===== config.mk =====
export PLATFORM = sky130hd
export DESIGN_NAME = wormhole_output_alloc_flat
export DESIGN_NICKNAME = d
export VERILOG_FILES = /design/src/rtl/wormhole_output_alloc_pkg.sv /design/src/rtl/wormhole_output_alloc_if.sv /design/src/rtl/wormhole_output_alloc_rr_pick.sv /design/src/rtl/wormhole_output_alloc.sv /design/src/flat_wrapper.sv
export SDC_FILE = /design/constraint.sdc
export NUM_CORES = 1
export LEC_CHECK = 0
export BUFFER_PORTS_ARGS = -buffer_cell sky130_fd_sc_hd__clkbuf_2
export CAP_MARGIN = 40
export CORE_ASPECT_RATIO = 0.5
export CORE_UTILIZATION = 50
export DETAILED_ROUTE_END_ITERATION = 10
export PLACE_DENSITY = 0.74
export SYNTH_ARGS = -nofsm -noshare
export SYNTH_HDL_FRONTEND = slang
export SYNTH_SLANG_ARGS = --single-unit
export TNS_END_PERCENT = 10

===== constraint.sdc =====
create_clock -name clk -period 4.9 [get_ports clk]
set_input_delay 0.98 -clock clk [delete_from_list [all_inputs] [get_ports clk]]
set_output_delay 0.98 -clock clk [all_outputs]
set_load 0.03 [all_outputs]

===== src/rtl/wormhole_output_alloc_pkg.sv =====
// Shared types and helpers for the wormhole output allocator.
// Holds the allocator state encoding and a rotating first-set scan.
package noc_alloc_pkg;

  typedef enum logic {IDLE, LOCKED} alloc_state_t;

  // Upper bound on requesters handled by rr_first; callers zero-extend into this width.
  localparam int unsigned MAX_IN = 32;
  localparam int unsigned MAX_W  = 5;

  // One-hot of the first set bit of req[n-1:0], scanning ptr, ptr+1, ... modulo n.
  function automatic logic [MAX_IN-1:0] rr_first(input logic [MAX_IN-1:0] req,
                                                 input int unsigned       ptr,
                                                 input int unsigned       n);
    logic [MAX_IN-1:0] gnt;
    logic              found;
    int unsigned       idx;
    gnt   = '0;
    found = 1'b0;
    for (int unsigned k = 0; k < MAX_IN; k++) begin
      if (k < n) begin
        idx = ptr + k;
        if (idx >= n) idx = idx - n;
        if (!found && req[idx[MAX_W-1:0]]) begin
          gnt[idx[MAX_W-1:0]] = 1'b1;
          found               = 1'b1;
        end
      end
    end
    return gnt;
  endfunction

endpackage


===== src/rtl/wormhole_output_alloc_if.sv =====
// Handshake bundle between the input ports / downstream credits and one output allocator.
// master drives flits and credits; slave is the allocator.
interface wormhole_output_alloc_if #(
  parameter int unsigned NUM_IN  = 4,
  parameter int unsigned CREDITS = 4
);
  localparam int unsigned CNT_W = $clog2(CREDITS + 1);

  logic [NUM_IN-1:0] flit_valid;
  logic [NUM_IN-1:0] flit_head;
  logic [NUM_IN-1:0] flit_tail;
  logic              credit_in;
  logic [NUM_IN-1:0] sel;
  logic [NUM_IN-1:0] pop;
  logic              out_valid;
  logic              busy;
  logic [CNT_W-1:0]  credit_cnt;
  logic              credit_err;

  modport master (
    output flit_valid, flit_head, flit_tail, credit_in,
    input  sel, pop, out_valid, busy, credit_cnt, credit_err
  );

  modport slave (
    input  flit_valid, flit_head, flit_tail, credit_in,
    output sel, pop, out_valid, busy, credit_cnt, credit_err
  );

endinterface


===== src/rtl/wormhole_output_alloc_rr_pick.sv =====
// Stateless round-robin pick: first requester at or after ptr, as one-hot and index.
module rr_pick_comb
  import noc_alloc_pkg::*;
#(
  parameter int unsigned  NUM_IN = 4,
  localparam int unsigned PTR_W  = $clog2(NUM_IN)
) (
  input  logic [NUM_IN-1:0] i_req,
  input  logic [PTR_W-1:0]  i_ptr,
  output logic [NUM_IN-1:0] o_gnt,
  output logic [PTR_W-1:0]  o_idx,
  output logic              o_any
);

  logic [MAX_IN-1:0] w_req_ext;
  logic [MAX_IN-1:0] w_gnt_ext;
  logic              w_unused_gnt;

  always_comb begin
    w_req_ext             = '0;
    w_req_ext[NUM_IN-1:0] = i_req;
    w_gnt_ext             = rr_first(w_req_ext, int'(i_ptr), NUM_IN);
    o_gnt                 = w_gnt_ext[NUM_IN-1:0];
    o_idx                 = '0;
    for (int unsigned i = 0; i < NUM_IN; i++) begin
      if (o_gnt[i]) o_idx = PTR_W'(i);
    end
    o_any = |o_gnt;
  end

  assign w_unused_gnt = ^w_gnt_ext[MAX_IN-1:NUM_IN];

endmodule


===== src/rtl/wormhole_output_alloc.sv =====
// Per-output wormhole allocator: round-robin on head flits, route locked until tail,
// credit-based flow control toward the downstream router.
module wormhole_output_alloc
  import noc_alloc_pkg::*;
#(
  parameter int unsigned NUM_IN  = 4,
  parameter int unsigned CREDITS = 4
) (
  input logic                     clk,
  input logic                     rst_n,
  wormhole_output_alloc_if.slave  bus
);

  localparam int unsigned      PTR_W    = $clog2(NUM_IN);
  localparam int unsigned      CNT_W    = $clog2(CREDITS + 1);
  localparam logic [CNT_W-1:0] CNT_MAX  = CNT_W'(CREDITS);
  localparam logic [PTR_W-1:0] PTR_LAST = PTR_W'(NUM_IN - 1);

  alloc_state_t      r_state;
  alloc_state_t      w_state_d;
  logic [PTR_W-1:0]  r_owner;
  logic [PTR_W-1:0]  w_owner_d;
  logic [PTR_W-1:0]  r_rr_ptr;
  logic [PTR_W-1:0]  w_rr_ptr_d;
  logic [CNT_W-1:0]  r_credit_cnt;
  logic [CNT_W-1:0]  w_credit_cnt_d;
  logic              r_credit_err;
  logic              w_credit_err_d;

  logic [NUM_IN-1:0] w_elig;
  logic [NUM_IN-1:0] w_gnt;
  logic [PTR_W-1:0]  w_idx;
  logic              w_any;
  logic [NUM_IN-1:0] w_sel;
  logic              w_xfer;
  logic              w_has_credit;

  function automatic logic [PTR_W-1:0] wrap_inc(input logic [PTR_W-1:0] p);
    return (p == PTR_LAST) ? '0 : p + PTR_W'(1);
  endfunction

  assign w_elig = bus.flit_valid & bus.flit_head;

  rr_pick_comb #(
    .NUM_IN (NUM_IN)
  ) u_pick (
    .i_req (w_elig),
    .i_ptr (r_rr_ptr),
    .o_gnt (w_gnt),
    .o_idx (w_idx),
    .o_any (w_any)
  );

  always_comb begin
    w_sel        = '0;
    w_state_d    = r_state;
    w_owner_d    = r_owner;
    w_rr_ptr_d   = r_rr_ptr;
    w_has_credit = (r_credit_cnt != '0);
    unique case (r_state)
      IDLE: begin
        if (w_has_credit && w_any) begin
          w_sel     = w_gnt;
          w_owner_d = w_idx;
          // Single-flit packet completes immediately; pointer moves past the winner.
          if (bus.flit_tail[w_idx]) w_rr_ptr_d = wrap_inc(w_idx);
          else                      w_state_d  = LOCKED;
        end
      end
      LOCKED: begin
        // Owner's head flit here is a protocol violation and is passed as body.
        if (w_has_credit && bus.flit_valid[r_owner]) begin
          w_sel[r_owner] = 1'b1;
          if (bus.flit_tail[r_owner]) begin
            w_state_d  = IDLE;
            w_rr_ptr_d = wrap_inc(r_owner);
          end
        end
      end
    endcase
  end

  always_comb begin
    w_xfer         = |w_sel;
    w_credit_cnt_d = r_credit_cnt;
    w_credit_err_d = r_credit_err | (bus.credit_in && (r_credit_cnt == CNT_MAX));
    if (w_xfer && !bus.credit_in) begin
      w_credit_cnt_d = r_credit_cnt - CNT_W'(1);
    end else if (!w_xfer && bus.credit_in && (r_credit_cnt != CNT_MAX)) begin
      w_credit_cnt_d = r_credit_cnt + CNT_W'(1);
    end
  end

  always_ff @(posedge clk or negedge rst_n) begin
    if (!rst_n) begin
      r_state      <= IDLE;
      r_owner      <= '0;
      r_rr_ptr     <= '0;
      r_credit_cnt <= CNT_MAX;
      r_credit_err <= 1'b0;
    end else begin
      r_state      <= w_state_d;
      r_owner      <= w_owner_d;
      r_rr_ptr     <= w_rr_ptr_d;
      r_credit_cnt <= w_credit_cnt_d;
      r_credit_err <= w_credit_err_d;
    end
  end

  assign bus.sel        = w_sel;
  assign bus.pop        = w_sel;
  assign bus.out_valid  = w_xfer;
  assign bus.busy       = (r_state == LOCKED);
  assign bus.credit_cnt = r_credit_cnt;
  assign bus.credit_err = r_credit_err;

endmodule


===== src/flat_wrapper.sv =====
// flat-port wrapper written by rule: the top's interface ports become plain ports
module wormhole_output_alloc_flat import noc_alloc_pkg::*;
#(
  parameter int unsigned NUM_IN  = 4,
  parameter int unsigned CREDITS = 4
)
  (clk, rst_n, bus_flit_valid, bus_flit_head, bus_flit_tail, bus_credit_in, bus_sel, bus_pop, bus_out_valid, bus_busy, bus_credit_cnt, bus_credit_err);
  wormhole_output_alloc_if #(.NUM_IN(NUM_IN), .CREDITS(CREDITS)) bus_i ();
  input logic clk;
  input logic rst_n;
  input wire logic [$bits(bus_i.flit_valid)-1:0] bus_flit_valid;
  input wire logic [$bits(bus_i.flit_head)-1:0] bus_flit_head;
  input wire logic [$bits(bus_i.flit_tail)-1:0] bus_flit_tail;
  input wire logic [$bits(bus_i.credit_in)-1:0] bus_credit_in;
  output wire logic [$bits(bus_i.sel)-1:0] bus_sel;
  output wire logic [$bits(bus_i.pop)-1:0] bus_pop;
  output wire logic [$bits(bus_i.out_valid)-1:0] bus_out_valid;
  output wire logic [$bits(bus_i.busy)-1:0] bus_busy;
  output wire logic [$bits(bus_i.credit_cnt)-1:0] bus_credit_cnt;
  output wire logic [$bits(bus_i.credit_err)-1:0] bus_credit_err;
  assign bus_i.flit_valid = bus_flit_valid;
  assign bus_i.flit_head = bus_flit_head;
  assign bus_i.flit_tail = bus_flit_tail;
  assign bus_i.credit_in = bus_credit_in;
  assign bus_sel = bus_i.sel;
  assign bus_pop = bus_i.pop;
  assign bus_out_valid = bus_i.out_valid;
  assign bus_busy = bus_i.busy;
  assign bus_credit_cnt = bus_i.credit_cnt;
  assign bus_credit_err = bus_i.credit_err;
  wormhole_output_alloc #(.NUM_IN(NUM_IN), .CREDITS(CREDITS)) u_core (.clk(clk), .rst_n(rst_n), .bus(bus_i));
endmodule

---- Word-level counts from Yosys, hierarchy flattened ----
Index checks and enable logic that the tools add are counted.
word-level totals
  flip-flop bits (word level) ............. 9
  bits of input ports ..................... 15
  output and inout port bits .............. 14
  logic and storage cells ................. 125
cells by class
  add/sub/neg operators ................... 11
  $lt $le $gt $ge ......................... 15
  equality and inequality tests ........... 8
  muxes and demuxes ....................... 55
  bitwise operators ....................... 6
  reductions and logical operators ........ 25
operators by type and width
  cell                                                                                  number
  5-bit by 6-bit < comparator with 1-bit output (second input constant)                 4
  4-bit 2-to-1 mux                                                                      6
  1-bit binary-select mux with 5-bit select                                             4
  1-bit demux with 5-bit select                                                         4
  5-bit by 1-bit greater-or-equal comparator with 1-bit output (second input constant)  4
  1-bit 2-to-1 mux                                                                      20
  5-bit 2-to-1 mux                                                                      4
  2-bit 2-to-1 mux                                                                      8
  1-bit logical AND                                                                     14
  4-bit bitwise OR                                                                      3
  3-bit by 3-bit subtractor with 4-bit output (second input constant)                   3
  3-bit greater-or-equal comparator (second input constant)                             3
  4-bit case mux with 2 select lines                                                    1
  4-bit OR reduction                                                                    2
  2-bit by 2-bit adder with 3-bit output (second input constant)                        2
  1-bit binary-select mux with 2-bit select                                             3
  2-bit by 3-bit < comparator with 1-bit output (second input constant)                 2
  3-bit 2-to-1 mux                                                                      2
  1-bit zero test                                                                       5
  2-bit by 1-bit adder with 2-bit output (second input constant)                        2
  4-bit AND                                                                             1
  2-bit == test (second input constant)                                                 2
  2-bit by 1-bit != test with 1-bit output (second input constant)                      2
  2-bit != test (second input constant)                                                 2
  other kinds (17)                                                                      17

---- Logic depth before layout (Yosys ltp) ----
  word-level depth ........................ 24
  depth in mapped cells ................... 16
  depth with buffers taken out ............ 15

---- By module ----
Synthesis repeated with hierarchy kept, for this count alone.
unflattened totals
  cells, all modules ...................... 142
  area, all modules ....................... 1292.5 µm²
by module, submodules not included
  module                 times used  cells an instance  area each (µm²)  seq. area each (µm²)
  wormhole_output_alloc  1           94                 877.1            226.5
  rr_pick_comb           1           48                 415.4            0.0

---- Worst setup path before layout ----
No wires, ideal clock.
  path kind ............................... input to output
  from .................................... input port bus_flit_valid[0]
  to ...................................... output port bus_out_valid
  data arrival time ....................... 3.058 ns
  data required time ...................... 3.920 ns
  slack ................................... 0.862 ns
  stages on the path ...................... 7
  path buffers ............................ 0
  cells stage by stage .................... nand2_1 -> mux4_2 -> mux2i_1 -> o211ai_1 -> a22o_1 -> nor4_4 -> inv_1
between the ends
  longest elaborated chain between the ends .. 18
  elaborated cells between the ends (all ways) .. 34
  those cells by class .................... 20 x mux; 4 x bitwise; 10 x reduce/logical
RTL lines
  what                                       RTL line                             source
  start: declaration                         flat_wrapper.sv:11                   input wire logic [$bits(bus_i.flit_valid)-1:0] bus_flit_valid;
  4-bit AND                                  wormhole_output_alloc.sv:42          assign w_elig = bus.flit_valid & bus.flit_head;
  1-bit binary-select mux with 5-bit select  wormhole_output_alloc_pkg.sv:24      if (!found && req[idx[MAX_W-1:0]]) begin
  1-bit 2-to-1 mux (implied by the code)     wormhole_output_alloc_pkg.sv:24
  1-bit 2-to-1 mux                           wormhole_output_alloc_pkg.sv:24
  1-bit zero test                            wormhole_output_alloc_pkg.sv:24
  1-bit logical AND                          wormhole_output_alloc_pkg.sv:24
  1-bit 2-to-1 mux                           wormhole_output_alloc_pkg.sv:24
  1-bit zero test                            wormhole_output_alloc_pkg.sv:24
  (+3 left out)                              -
  1-bit logical AND                          wormhole_output_alloc_pkg.sv:24
  4-bit 2-to-1 mux                           wormhole_output_alloc_pkg.sv:24
  4-bit OR reduction                         wormhole_output_alloc_rr_pick.sv:28  o_any = |o_gnt;
  1-bit logical AND                          wormhole_output_alloc.sv:62          if (w_has_credit && w_any) begin
  4-bit 2-to-1 mux                           wormhole_output_alloc.sv:62
  4-bit case mux with 2 select lines *       wormhole_output_alloc.sv:60          unique case (r_state)
  named net bus_pop[1]                       flat_wrapper.sv:16                   output wire logic [$bits(bus_i.pop)-1:0] bus_pop;
  4-bit OR reduction *                       wormhole_output_alloc.sv:84          w_xfer = |w_sel;
  end: declaration                           flat_wrapper.sv:17                   output wire logic [$bits(bus_i.out_valid)-1:0] bus_out_valid;
Mark *: on every way through the listed nets, which the timed path passes. The rest lies on a longest branch. The select of a mux whose other input is x is not followed.

---- Worst setup path in the final report ----
  from .................................... register u_core.r_rr_ptr[0]
  to ...................................... output port bus_out_valid
between the ends
  longest elaborated chain between the ends .. 19
  elaborated cells between the ends (all ways) .. 64
  those cells by class .................... 7 x add/sub; 12 x order compare; 29 x mux; 3 x bitwise; 13 x reduce/logical
RTL lines
  what                                                                                                    RTL line                             source
  start: declaration                                                                                      wormhole_output_alloc.sv:23          logic [PTR_W-1:0] r_rr_ptr;
  start signal: assignment                                                                                wormhole_output_alloc.sv:104         r_rr_ptr <= w_rr_ptr_d;
  parallel branches: the longest is 13 deep, another holds 5-bit by 6-bit < comparator with 1-bit output  -
  4-bit 2-to-1 mux *                                                                                      wormhole_output_alloc_pkg.sv:24
  4-bit OR reduction                                                                                      wormhole_output_alloc_rr_pick.sv:28
  1-bit logical AND                                                                                       wormhole_output_alloc.sv:62
  4-bit 2-to-1 mux *                                                                                      wormhole_output_alloc.sv:62
  4-bit case mux with 2 select lines *                                                                    wormhole_output_alloc.sv:60
  4-bit OR reduction *                                                                                    wormhole_output_alloc.sv:84
Mark *: on every way between the ends. The select of a mux whose other input is x is not followed.

==> results.cfg <==
[placed_design]
gp_congestion = 0.9373
place_inst = 207
hpwl_mm = 2.516
numPortBuffers = 28

[synthesis]
yosys_warnings = 0
syn_avg_cell_area_um2 = 8.875
synth_edf_count = 0
synth_cells = 150
synthesis.nets = 178
ys_seq_elements = 9
yosysUniqueCellTypes = 46
syn-cell-area_mm2 = 0.001331
synth_flop_cell = dfrtp_1
synth.yosys.seq_area_share = 0.1701
async_reset_ff_frac = 1.000

[clocking]
cts-resized-gates = 0
path_clk_slew_ns = 0.04
clock-root-buffer = clkbuf_8
clock-sinks = 9
cts-hold-fix-buffers = 0
clockBufferDepth = 2
ctsHtreeMaxLevel = 1
insertion_delay_ns = 0.23
cts_tree = done
cts_setup_buffers = 0
cts_buffers = 3

[timing]
fmax_mhz = 218.3
fin_crit_ns = 4.581
fin_tns_setup_ns = 0
rsz0062_at_grt = false
slew_viol_final = 0
fin_skew_ns = 0.0008210
slew_headroom = 0.6243
setup_violations = 0
period_share = 0.9349
final_hold_viol_count = 0
worstMarginPinSlew_ns = 0.5610

[setup_path]
max_stage_delay_ns = 0.61
end_kind = primary output
path_common_cell = inv_1
arrival_ns = 3.60
slowest_stage = dfrtp_1
r2r-start = u_core.r_rr_ptr[0]$_DFFE_PN0P_
required_ns = 3.92
cp-start-kind = register
critPathKind = register to primary output
cp_max_fo = 15
crit_path_cell_trace = inv_1 > ha_1 > nand4bb_1 > and4_1 > nand2_1 > o211ai_2 > a22o_4 > nor4_4 > inv_1 > clkbuf_2
crit_start = u_core.r_rr_ptr[0]$_DFFE_PN0P_

[die]
io_pins = 29
dieArea_mm2 = 0.002885
die-height_um = 38.49
core-area_mm2 = 0.002357
rows = 12
fp.dieW_um = 74.98
start_util = 0.5648

[worst_hold_path]
worstHoldStart = u_core.bus.credit_err$_DFF_PN0_
hold_path.class = register to register

[finish]
layout-drive-gt1-share = 0.2557
final_net_count = 205
stdcell_count = 211
antenna_cells = 0
area_growth_syn_to_layout_pct = 14.29
fillers = 216

[detailed_routing]
drt-pass1-iter-count = 4
vias_per_cell = 6.009
routedWlPerCell_um = 14.72
wl_mm = 3.105
drtIter0Drc = 60
drtAntennaViolNets = 0
drc = 0
dr_total_vias = 1268

[grt]
grt.overflow.total = 0
antenna_found_initial = 0
grt_pass1_vias = 1137
grt_max_degree = 16
grt_usage = 0.2380
grt_pass1_wl_mm = 4.940

[status]
status = complete, no violations

[flow_run]
cap_violations = 0
[layout by cell type (no fill, tap or decap), drive strengths merged, types with 2 or more instances in the layout]
master	n
ha	12
a21oi	3
nand3	4
nand2b	3
nand2	15
mux4	4
and4	4
dfrtp	8
a22o	5
o21ai	8
nand3b	3
mux2i	9
a21bo	2
and3	4
mux2	3
nor3	2
a22oi	4
o21a	2
nand4b	2
nor2b	4
o211ai	5
inv	15
nor2	3
clkbuf	32
a41oi	4
[kinds of logic after synthesis]
kind of cell    after synthesis  share of synthesized area
simple gates                 50                     0.2265
fa+ha+maj                    13                     0.1278
buf+inv                      21                    0.07142
mux                          16                     0.1635
xor+xnor                      1                   0.006580
compound gates               40                     0.2340
flops                         9                     0.1701
[registers in the layout (all words and copies together) (netlist names)]
register,count
u_core.r_owner,2
u_core.bus.credit_cnt,3
u_core.bus.busy,1
u_core.bus.credit_err,1
u_core.r_rr_ptr,2
[cell usage after synthesis (all sizes together), types with 2 or more instances]
master / instances / area share
ha: 12 / 0.11
o21ai: 8 / 0.030
a22o: 5 / 0.039
a41oi: 4 / 0.026
nand4b: 2 / 0.013
mux2i: 9 / 0.068
o211ai: 5 / 0.032
nand2b: 3 / 0.014
and3: 4 / 0.019
nor2: 3 / 0.0085
a21oi: 3 / 0.011
and4: 4 / 0.026
nand3: 4 / 0.015
o21a: 2 / 0.011
nand3b: 3 / 0.017
mux2: 3 / 0.025
nand2: 15 / 0.042
nor2b: 4 / 0.019
inv: 15 / 0.042
nor3: 2 / 0.0075
mux4: 4 / 0.070
a21bo: 2 / 0.015
a22oi: 4 / 0.023
dfrtp: 8 / 0.15
buf: 5 / 0.026
[stage by stage]
stage	area, um^2	setup WS [ns]	utilization	hold WS (ns)
finish	1521	0.3189	0.6454	0.4841
global route	1521	0.08656	0.6454	0.5029
CTS	1521	0.3394	0.6454	0.4814
detailed placement	1476	0.6102	0.6263	0.4719
global placement	1476	0.6358	0.6263	0.4581
floorplan	1331	0.8619	-	0.5761
[critical path, delay by kind of cell, from the launching register on]
kind,cells,cell delay [ns]
simple gates,4,1.30
fa+ha+maj,1,0.44
flops,1,0.61
compound gates,2,0.50
buf+inv,3,0.51
[per-layer routing]
metal | wire length [um] | vias to the layer above | GRT usage | share of wire
li1 | - | 621 | - | -
met1 | 1357 | 610 | 0.2733 | 0.44
met2 | 1581 | 33 | 0.4550 | 0.51
met3 | 134 | 4 | 0.05526 | 0.043
met4 | 31 | 0 | 0.05660 | 0.010
met5 | 0 | - | 0 | 0
[worst paths after layout]
check	end	slack [ns]	depth (start not counted)
max in group asynchronous	u_core.bus.credit_cnt[2]$_DFFE_PN1P_	4.05	1
hold reg to reg	u_core.bus.credit_err$_DFF_PN0_	0.48	1
min in group asynchronous	u_core.r_rr_ptr[1]$_DFFE_PN0P_	0.60	1
setup reg to reg	u_core.bus.credit_cnt[1]$_DFFE_PN0P_	0.59	15
setup / recovery	bus_out_valid	0.32	10
hold / removal	u_core.bus.credit_err$_DFF_PN0_	0.48	1
[final cells by class]
cell class	instances	area, um^2	share of cell area
timing repair buffer	28	140.1	0.09210
clock buffer	4	45.04	0.02961
sequential	9	226.5	0.1488
multi-input combinational	120	1010	0.6637
tap	35	43.79	0.02878
inverter	15	56.30	0.03701
Power is not shown: default switching activity piles up to over one toggle a cycle in this logic, so the estimate is an artifact.
